==> config.mk <==
export PLATFORM = sky130hd
export DESIGN_NAME = pipe_hazard_ctrl_flat
export DESIGN_NICKNAME = d
export VERILOG_FILES = /design/src/rtl/mips_pipe_pkg.sv /design/src/rtl/pipe_hazard_ctrl_if.sv /design/src/rtl/pipe_hazard_ctrl_mdu_seq.sv /design/src/rtl/pipe_hazard_ctrl.sv /design/src/flat_wrapper.sv
export SDC_FILE = /design/constraint.sdc
export NUM_CORES = 1
export LEC_CHECK = 0
export ABC_AREA = 1
export CAP_MARGIN = 10
export CORE_MARGIN = 1
export CORE_UTILIZATION = 52
export CTS_CLUSTER_DIAMETER = 80
export DETAILED_ROUTE_END_ITERATION = 8
export GPL_ROUTABILITY_DRIVEN = 0
export PLACE_DENSITY = 0.85
export SLEW_MARGIN = 20
export SYNTH_ARGS = -nofsm -noshare
export SYNTH_HDL_FRONTEND = slang
export SYNTH_SLANG_ARGS = --single-unit
==> constraint.sdc <==
create_clock -name clk -period 5.3 [get_ports clk]
set_clock_uncertainty 0.2 [all_clocks]
set_input_delay 1.06 -clock clk [delete_from_list [all_inputs] [get_ports clk]]
set_output_delay 1.06 -clock clk [all_outputs]
set_load 0.02 [all_outputs]
==> src/rtl/mips_pipe_pkg.sv <==
// Shared constants for the pipeline hazard controller: register-specifier
// width, MDU sequencer state encoding and the load-use detection helper.
package mips_pipe_pkg;

  localparam int REG_W = 5;

  localparam logic [1:0] MDU_IDLE = 2'd0;
  localparam logic [1:0] MDU_BUSY = 2'd1;
  localparam logic [1:0] MDU_DONE = 2'd2;

  // A load in EX feeds a source of the ID instruction; $zero never hazards.
  function automatic logic load_use_hit(
    input logic             memread,
    input logic [REG_W-1:0] ex_rt,
    input logic [REG_W-1:0] id_rs,
    input logic [REG_W-1:0] id_rt
  );
    logic hit;
    hit = 1'b0;
    if (memread && (ex_rt != {REG_W{1'b0}})) begin
      hit = (ex_rt == id_rs) || (ex_rt == id_rt);
    end else begin
      hit = 1'b0;
    end
    return hit;
  endfunction

endpackage

==> src/rtl/pipe_hazard_ctrl_if.sv <==
// Bundle between the datapath and the hazard controller: hazard events in,
// pipeline-register enables/flushes and debug status out.
interface pipe_hazard_ctrl_if #(
  parameter int CNT_W = 16
);
  import mips_pipe_pkg::*;

  logic [REG_W-1:0] id_rs;
  logic [REG_W-1:0] id_rt;
  logic             ex_memread;
  logic [REG_W-1:0] ex_rt;
  logic             ex_branch_tkn;
  logic             ex_mdu_start;
  logic             mem_ready;

  logic             pc_en;
  logic             ifid_en;
  logic             ifid_flush;
  logic             idex_en;
  logic             idex_flush;
  logic             exmem_en;
  logic             exmem_flush;
  logic             memwb_en;
  logic             mdu_busy;
  logic [CNT_W-1:0] stall_cycles;

  // Datapath side: reports events, consumes strobes.
  modport master (
    output id_rs, id_rt, ex_memread, ex_rt, ex_branch_tkn, ex_mdu_start, mem_ready,
    input  pc_en, ifid_en, ifid_flush, idex_en, idex_flush,
           exmem_en, exmem_flush, memwb_en, mdu_busy, stall_cycles
  );

  // Controller side.
  modport slave (
    input  id_rs, id_rt, ex_memread, ex_rt, ex_branch_tkn, ex_mdu_start, mem_ready,
    output pc_en, ifid_en, ifid_flush, idex_en, idex_flush,
           exmem_en, exmem_flush, memwb_en, mdu_busy, stall_cycles
  );

endinterface

==> src/rtl/pipe_hazard_ctrl_mdu_seq.sv <==
// MDU sequencer: IDLE -> BUSY -> DONE -> IDLE with a down-counter that keeps
// the multi-cycle op in EX. The start cycle is the first stalled cycle, so
// the counter is loaded with MDU_LAT-2 to hold EX exactly MDU_LAT cycles.
module mdu_seq
  import mips_pipe_pkg::*;
#(
  parameter int MDU_LAT = 32
) (
  input  logic clk,
  input  logic rst,
  input  logic start,
  input  logic freeze,
  output logic busy,
  output logic done
);

  localparam int CW = (MDU_LAT > 2) ? $clog2(MDU_LAT) : 1;

  logic [1:0]    state_q;
  logic [1:0]    state_d;
  logic [CW-1:0] cnt_q;
  logic [CW-1:0] cnt_d;

  // Next-state and counter logic; a frozen pipe holds everything.
  always_comb begin
    state_d = state_q;
    cnt_d   = cnt_q;
    case (state_q)
      MDU_IDLE: begin
        if (start && !freeze) begin
          state_d = MDU_BUSY;
          cnt_d   = CW'(MDU_LAT - 2);
        end else begin
          state_d = MDU_IDLE;
        end
      end
      MDU_BUSY: begin
        if (freeze) begin
          state_d = MDU_BUSY;
        end else if (cnt_q == {CW{1'b0}}) begin
          state_d = MDU_DONE;
        end else begin
          cnt_d = cnt_q - CW'(1);
        end
      end
      MDU_DONE: begin
        // Start is still asserted by the finishing op; never restart here.
        if (freeze) begin
          state_d = MDU_DONE;
        end else begin
          state_d = MDU_IDLE;
        end
      end
      default: begin
        state_d = MDU_IDLE;
        cnt_d   = {CW{1'b0}};
      end
    endcase
  end

  // State registers; reset aborts any op in flight.
  always_ff @(posedge clk or posedge rst) begin
    if (rst) begin
      state_q <= MDU_IDLE;
      cnt_q   <= {CW{1'b0}};
    end else begin
      state_q <= state_d;
      cnt_q   <= cnt_d;
    end
  end

  assign busy = (state_q == MDU_BUSY);
  assign done = (state_q == MDU_DONE);

endmodule

==> src/rtl/pipe_hazard_ctrl.sv <==
// Pipeline hazard controller: owns the PC and all pipeline-register enables
// and flushes. Strobes are combinational from the hazard inputs and the MDU
// state so they act in the same cycle. Also counts stalled cycles.
module pipe_hazard_ctrl
  import mips_pipe_pkg::*;
#(
  parameter int MDU_LAT = 32,
  parameter int CNT_W   = 16
) (
  input  logic              clk,
  input  logic              rst,
  pipe_hazard_ctrl_if.slave bus
);

  logic mdu_seq_busy_s;
  logic mdu_seq_done_s;
  logic mdu_stall_s;
  logic load_use_s;
  logic freeze_s;

  logic pc_en_s;
  logic ifid_en_s;
  logic ifid_flush_s;
  logic idex_en_s;
  logic idex_flush_s;
  logic exmem_en_s;
  logic exmem_flush_s;
  logic memwb_en_s;

  logic [CNT_W-1:0] stall_cycles_q;
  logic [CNT_W-1:0] stall_cycles_d;

  assign freeze_s = !bus.mem_ready;

  mdu_seq #(
    .MDU_LAT (MDU_LAT)
  ) u_mdu_seq (
    .clk    (clk),
    .rst    (rst),
    .start  (bus.ex_mdu_start),
    .freeze (freeze_s),
    .busy   (mdu_seq_busy_s),
    .done   (mdu_seq_done_s)
  );

  // The start cycle (sequencer idle, op in EX) already stalls the front end.
  assign mdu_stall_s = mdu_seq_busy_s ||
                       (bus.ex_mdu_start && !mdu_seq_busy_s && !mdu_seq_done_s);
  assign load_use_s  = load_use_hit(bus.ex_memread, bus.ex_rt, bus.id_rs, bus.id_rt);

  // Priority mux: reset, mem wait, MDU, branch, load-use, normal flow.
  always_comb begin
    pc_en_s       = 1'b1;
    ifid_en_s     = 1'b1;
    ifid_flush_s  = 1'b0;
    idex_en_s     = 1'b1;
    idex_flush_s  = 1'b0;
    exmem_en_s    = 1'b1;
    exmem_flush_s = 1'b0;
    memwb_en_s    = 1'b1;
    if (rst) begin
      pc_en_s       = 1'b0;
      ifid_en_s     = 1'b0;
      ifid_flush_s  = 1'b1;
      idex_en_s     = 1'b0;
      idex_flush_s  = 1'b1;
      exmem_en_s    = 1'b0;
      exmem_flush_s = 1'b1;
      memwb_en_s    = 1'b0;
    end else if (freeze_s) begin
      pc_en_s    = 1'b0;
      ifid_en_s  = 1'b0;
      idex_en_s  = 1'b0;
      exmem_en_s = 1'b0;
      memwb_en_s = 1'b0;
    end else if (mdu_stall_s) begin
      pc_en_s       = 1'b0;
      ifid_en_s     = 1'b0;
      idex_en_s     = 1'b0;
      exmem_flush_s = 1'b1;
    end else if (bus.ex_branch_tkn) begin
      // The ID instruction is wrong-path, so this outranks load-use.
      ifid_flush_s = 1'b1;
      idex_flush_s = 1'b1;
    end else if (load_use_s) begin
      pc_en_s      = 1'b0;
      ifid_en_s    = 1'b0;
      idex_flush_s = 1'b1;
    end else begin
      pc_en_s = 1'b1;
    end
  end

  // Saturating count of cycles in which the PC did not advance.
  always_comb begin
    if (!pc_en_s && (stall_cycles_q != {CNT_W{1'b1}})) begin
      stall_cycles_d = stall_cycles_q + CNT_W'(1);
    end else begin
      stall_cycles_d = stall_cycles_q;
    end
  end

  // Stall counter register.
  always_ff @(posedge clk or posedge rst) begin
    if (rst) begin
      stall_cycles_q <= {CNT_W{1'b0}};
    end else begin
      stall_cycles_q <= stall_cycles_d;
    end
  end

  assign bus.pc_en        = pc_en_s;
  assign bus.ifid_en      = ifid_en_s;
  assign bus.ifid_flush   = ifid_flush_s;
  assign bus.idex_en      = idex_en_s;
  assign bus.idex_flush   = idex_flush_s;
  assign bus.exmem_en     = exmem_en_s;
  assign bus.exmem_flush  = exmem_flush_s;
  assign bus.memwb_en     = memwb_en_s;
  assign bus.mdu_busy     = !rst && (mdu_seq_busy_s || mdu_seq_done_s);
  assign bus.stall_cycles = stall_cycles_q;

endmodule

==> src/flat_wrapper.sv <==
// flat-port wrapper written by rule: the top's interface ports become plain ports
module pipe_hazard_ctrl_flat import mips_pipe_pkg::*;
#(
  parameter int MDU_LAT = 32,
  parameter int CNT_W   = 16
)
  (clk, rst, bus_id_rs, bus_id_rt, bus_ex_memread, bus_ex_rt, bus_ex_branch_tkn, bus_ex_mdu_start, bus_mem_ready, bus_pc_en, bus_ifid_en, bus_ifid_flush, bus_idex_en, bus_idex_flush, bus_exmem_en, bus_exmem_flush, bus_memwb_en, bus_mdu_busy, bus_stall_cycles);
  pipe_hazard_ctrl_if #(.CNT_W(CNT_W)) bus_i ();
  input  logic clk;
  input  logic rst;
  input wire logic [$bits(bus_i.id_rs)-1:0] bus_id_rs;
  input wire logic [$bits(bus_i.id_rt)-1:0] bus_id_rt;
  input wire logic [$bits(bus_i.ex_memread)-1:0] bus_ex_memread;
  input wire logic [$bits(bus_i.ex_rt)-1:0] bus_ex_rt;
  input wire logic [$bits(bus_i.ex_branch_tkn)-1:0] bus_ex_branch_tkn;
  input wire logic [$bits(bus_i.ex_mdu_start)-1:0] bus_ex_mdu_start;
  input wire logic [$bits(bus_i.mem_ready)-1:0] bus_mem_ready;
  output wire logic [$bits(bus_i.pc_en)-1:0] bus_pc_en;
  output wire logic [$bits(bus_i.ifid_en)-1:0] bus_ifid_en;
  output wire logic [$bits(bus_i.ifid_flush)-1:0] bus_ifid_flush;
  output wire logic [$bits(bus_i.idex_en)-1:0] bus_idex_en;
  output wire logic [$bits(bus_i.idex_flush)-1:0] bus_idex_flush;
  output wire logic [$bits(bus_i.exmem_en)-1:0] bus_exmem_en;
  output wire logic [$bits(bus_i.exmem_flush)-1:0] bus_exmem_flush;
  output wire logic [$bits(bus_i.memwb_en)-1:0] bus_memwb_en;
  output wire logic [$bits(bus_i.mdu_busy)-1:0] bus_mdu_busy;
  output wire logic [$bits(bus_i.stall_cycles)-1:0] bus_stall_cycles;
  assign bus_i.id_rs = bus_id_rs;
  assign bus_i.id_rt = bus_id_rt;
  assign bus_i.ex_memread = bus_ex_memread;
  assign bus_i.ex_rt = bus_ex_rt;
  assign bus_i.ex_branch_tkn = bus_ex_branch_tkn;
  assign bus_i.ex_mdu_start = bus_ex_mdu_start;
  assign bus_i.mem_ready = bus_mem_ready;
  assign bus_pc_en = bus_i.pc_en;
  assign bus_ifid_en = bus_i.ifid_en;
  assign bus_ifid_flush = bus_i.ifid_flush;
  assign bus_idex_en = bus_i.idex_en;
  assign bus_idex_flush = bus_i.idex_flush;
  assign bus_exmem_en = bus_i.exmem_en;
  assign bus_exmem_flush = bus_i.exmem_flush;
  assign bus_memwb_en = bus_i.memwb_en;
  assign bus_mdu_busy = bus_i.mdu_busy;
  assign bus_stall_cycles = bus_i.stall_cycles;
  pipe_hazard_ctrl #(.MDU_LAT(MDU_LAT), .CNT_W(CNT_W)) u_core (.clk(clk), .rst(rst), .bus(bus_i));
endmodule
==> results.cfg <==
[final_layout]
layout.nets = 317
final_area_um2 = 2190
drive_above_1_share_pct = 3.81
stdcell_count = 333
synthToLayoutAreaGrowth_pct = 29.8
final_common_cell = nand2_1
layout_common_cells = nand2_1 (82), clkdlybuf4s50_1 (45), inv_1 (35), nand3_1 (27), dfrtp_1 (23)
diodes = 0

[pwr]
vdd_ir_drop_max_v = 0.000246
finalPower_uw = 747
powerDensity_nw_per_um2 = 341
power_leakage_nw = 1.12

[run_status]
status = complete, no violations

[sta]
tns_ns = 0
slew_viol_final = 0
final_hold_viol_count = 0
fmax_mhz = 232
finalSetupViolCount = 0
grt_setup_unrepaired = false
worstMarginPinSlew_ns = 0.490
fin_crit_sh_pct = 81.3
fin_crit_ns = 4.31
relSlewSlack_pct = 67.3

[critical_path]
crit_family = buffers and inverters
critPathMostFrequentCell = nand2_1
cp-end-kind = output pin
worstSetupPathType = input port to output pin
reg2reg_slack_ns = 3.19
ff2ff_path_depth = 9
cp_cell_sequence = clkdlybuf4s50_1, inv_1, nand2_1, nand2_1, nor2_1, nand3_1, nand2_1, nand3_1, nand2_2, inv_1, clkdlybuf4s50_1
worst_path_max_delay_cell = clkdlybuf4s50_1
cp.arrival_ns = 3.05
worst-path-max-fanout = 18
worstPathRequired_ns = 4.04
cpPeakStageDelay_ns = 0.55
worstSetupStartpointType = input port
r2r-end = u_core.bus.stall_cycles[1]
crit_buf_inv = 4
r2r_start = u_core.u_mdu_seq.state_q[1]

[grt]
met2_usage_pct = 35.7
grt_max_degree = 20
track_usage_pct = 21.7
grt_pass1_vias = 1484
gr-total-overflow = 0
busiest_layer = met2
grtUsageMet1_pct = 30.2
antenna_found_initial = 0
grt_pass1_wl_um = 6040
grtUsageMet3_pct = 3.93

[clock_network]
htreeDepth = 1
cts_hold_buf = 0
tritoncts = done
cts-root-buf = clkbuf_4
postCtsSetupRepairBufs = 0
max-clock-path-buffers = 2
clock_sinks = 23
clk_latency_ns = 0.31
cts_inserted_buffers = 3
cts_resized = 0
clk_pin_slew_ns = 0.13

[yosys]
synth.avg_cell_area_um2 = 6.92
ys_ff_latch = 23
ys.warnings.count = 0
synth_nets = 271
synth_seq_area_share_pct = 34.1
syn-instance-count = 244
ys_types = 27
syn-cell-area_um2 = 1690

[worst_hold_path]
holdPathEnd = u_core.u_mdu_seq.cnt_q[0]
hp-class = register to register
hp-start = u_core.u_mdu_seq.cnt_q[0]
holdPathStages = 2

[placed_design]
dpl-instance-area_um2 = 2170
dpl.hpwl_um = 2800
place_inst = 329
port_buffers = 45

[die]
core_area_um2 = 3080
die_w_um = 59.0
start_util_pct = 54.9
rows = 20
ios = 46
die-height_um = 59.0
die_area_um2 = 3480

[routing]
drtAntennaViolNets = 0
firstDrtPassIters = 5
detail_route.wirelength_um = 3460
wl_per_cell_um = 10.4
drc = 0
viasPerCell = 4.94
via_count = 1644
drt_iter0_drc = 63

[run]
max_cap_violations = 0
==> Yosys cell counts (all sizes together) <==
master / instances / area [um2]
ha: 6 / 75.1
or2: 1 / 6.26
a22oi: 3 / 22.5
nor2: 17 / 71.3
dfrtp: 23 / 576
o22ai: 1 / 6.26
xor2: 8 / 70.1
o21bai: 2 / 15.0
a21oi: 5 / 25.0
inv: 35 / 131
nand4: 3 / 18.8
nand3: 28 / 145
nand2: 84 / 325
xnor2: 6 / 52.6
o21ai: 9 / 45.0
o211ai: 1 / 7.51
nand3b: 3 / 35.0
buf: 5 / 36.3
nor3: 4 / 25.0
==> worst register-to-register path: cells and delay by family, from the launching register on <==
| family | cells | cell delay [ns] |
|---|---|---|
| AO/OA/AOI/OAI | 1 | 0.17 |
| adder cells (fa/ha/maj) | 1 | 0.25 |
| buffers and inverters | 1 | 0.08 |
| flip-flops | 1 | 0.40 |
| AND/OR/NAND/NOR | 6 | 0.94 |
==> through the flow <==
step | setup slack [ns] | util, % | hold slack, ns
final | 0.992 | 71.2 | 0.325
after global routing | 0.843 | 71.2 | 0.376
after CTS | 0.985 | 71.2 | 0.315
after detailed placement | 0.989 | 70.4 | 0.284
after global placement | 1.02 | 70.4 | 0.275
after floorplan | 1.62 | - | 0.253
==> sequential cells by signal, indices dropped and copies added, names as in the netlist <==
name and cells:
u_core.bus.stall_cycles 16, u_core.u_mdu_seq.cnt_q 5, u_core.u_mdu_seq.state_q 2
==> worst max-delay path by stage <==
stage | from | slack, ns | end | cells after the start
floorplan | rst | 1.62 | bus_idex_flush | 3
global placement | bus_ex_rt[4] | 1.02 | bus_ifid_en | 11
detailed placement | bus_ex_rt[4] | 0.99 | bus_pc_en | 11
CTS | bus_ex_rt[4] | 0.98 | bus_pc_en | 11
global route | bus_ex_rt[4] | 0.84 | bus_ifid_en | 11
finish | bus_ex_rt[4] | 0.99 | bus_pc_en | 11
==> per-layer routing <==
layer	vias to the layer above	share of wire, %
met3	6	4.2
met1	739	50
met5	-	0
met4	0	1.1
met2	41	45
li1	858	-
==> kinds of logic (layout without fill, tap and decap cells) <==
kind of cell             count (synthesis)  after routing  synth area share (%)
AND/OR/NAND/NOR                        140            140                  37.1
XOR/XNOR                                14             14                  7.26
buffers and inverters                   40             85                  9.93
flip-flops                              23             23                  34.1
AO/OA/AOI/OAI                           21             21                  7.18
adder cells (fa/ha/maj)                  6              6                  4.44
==> cell type report <==
class                   instances  area, um2
clock buffers                   4       26.3
fillers                       291        886
inverters                      35        131
multi-input cells             181        946
flip-flops and latches         23        576
well taps                      44       55.1
repair buffers                 46        458
==> report_power, final <==
group | leakage (nW) | total [mW] | switching [mW] | internal (mW)
sequential | 0.297 | 0.279 | 0.0524 | 0.226
combinational | 0.808 | 0.386 | 0.216 | 0.170
clock | 0.0150 | 0.0823 | 0.0529 | 0.0294
No activity file was read; power rests on OpenSTA's default activity.
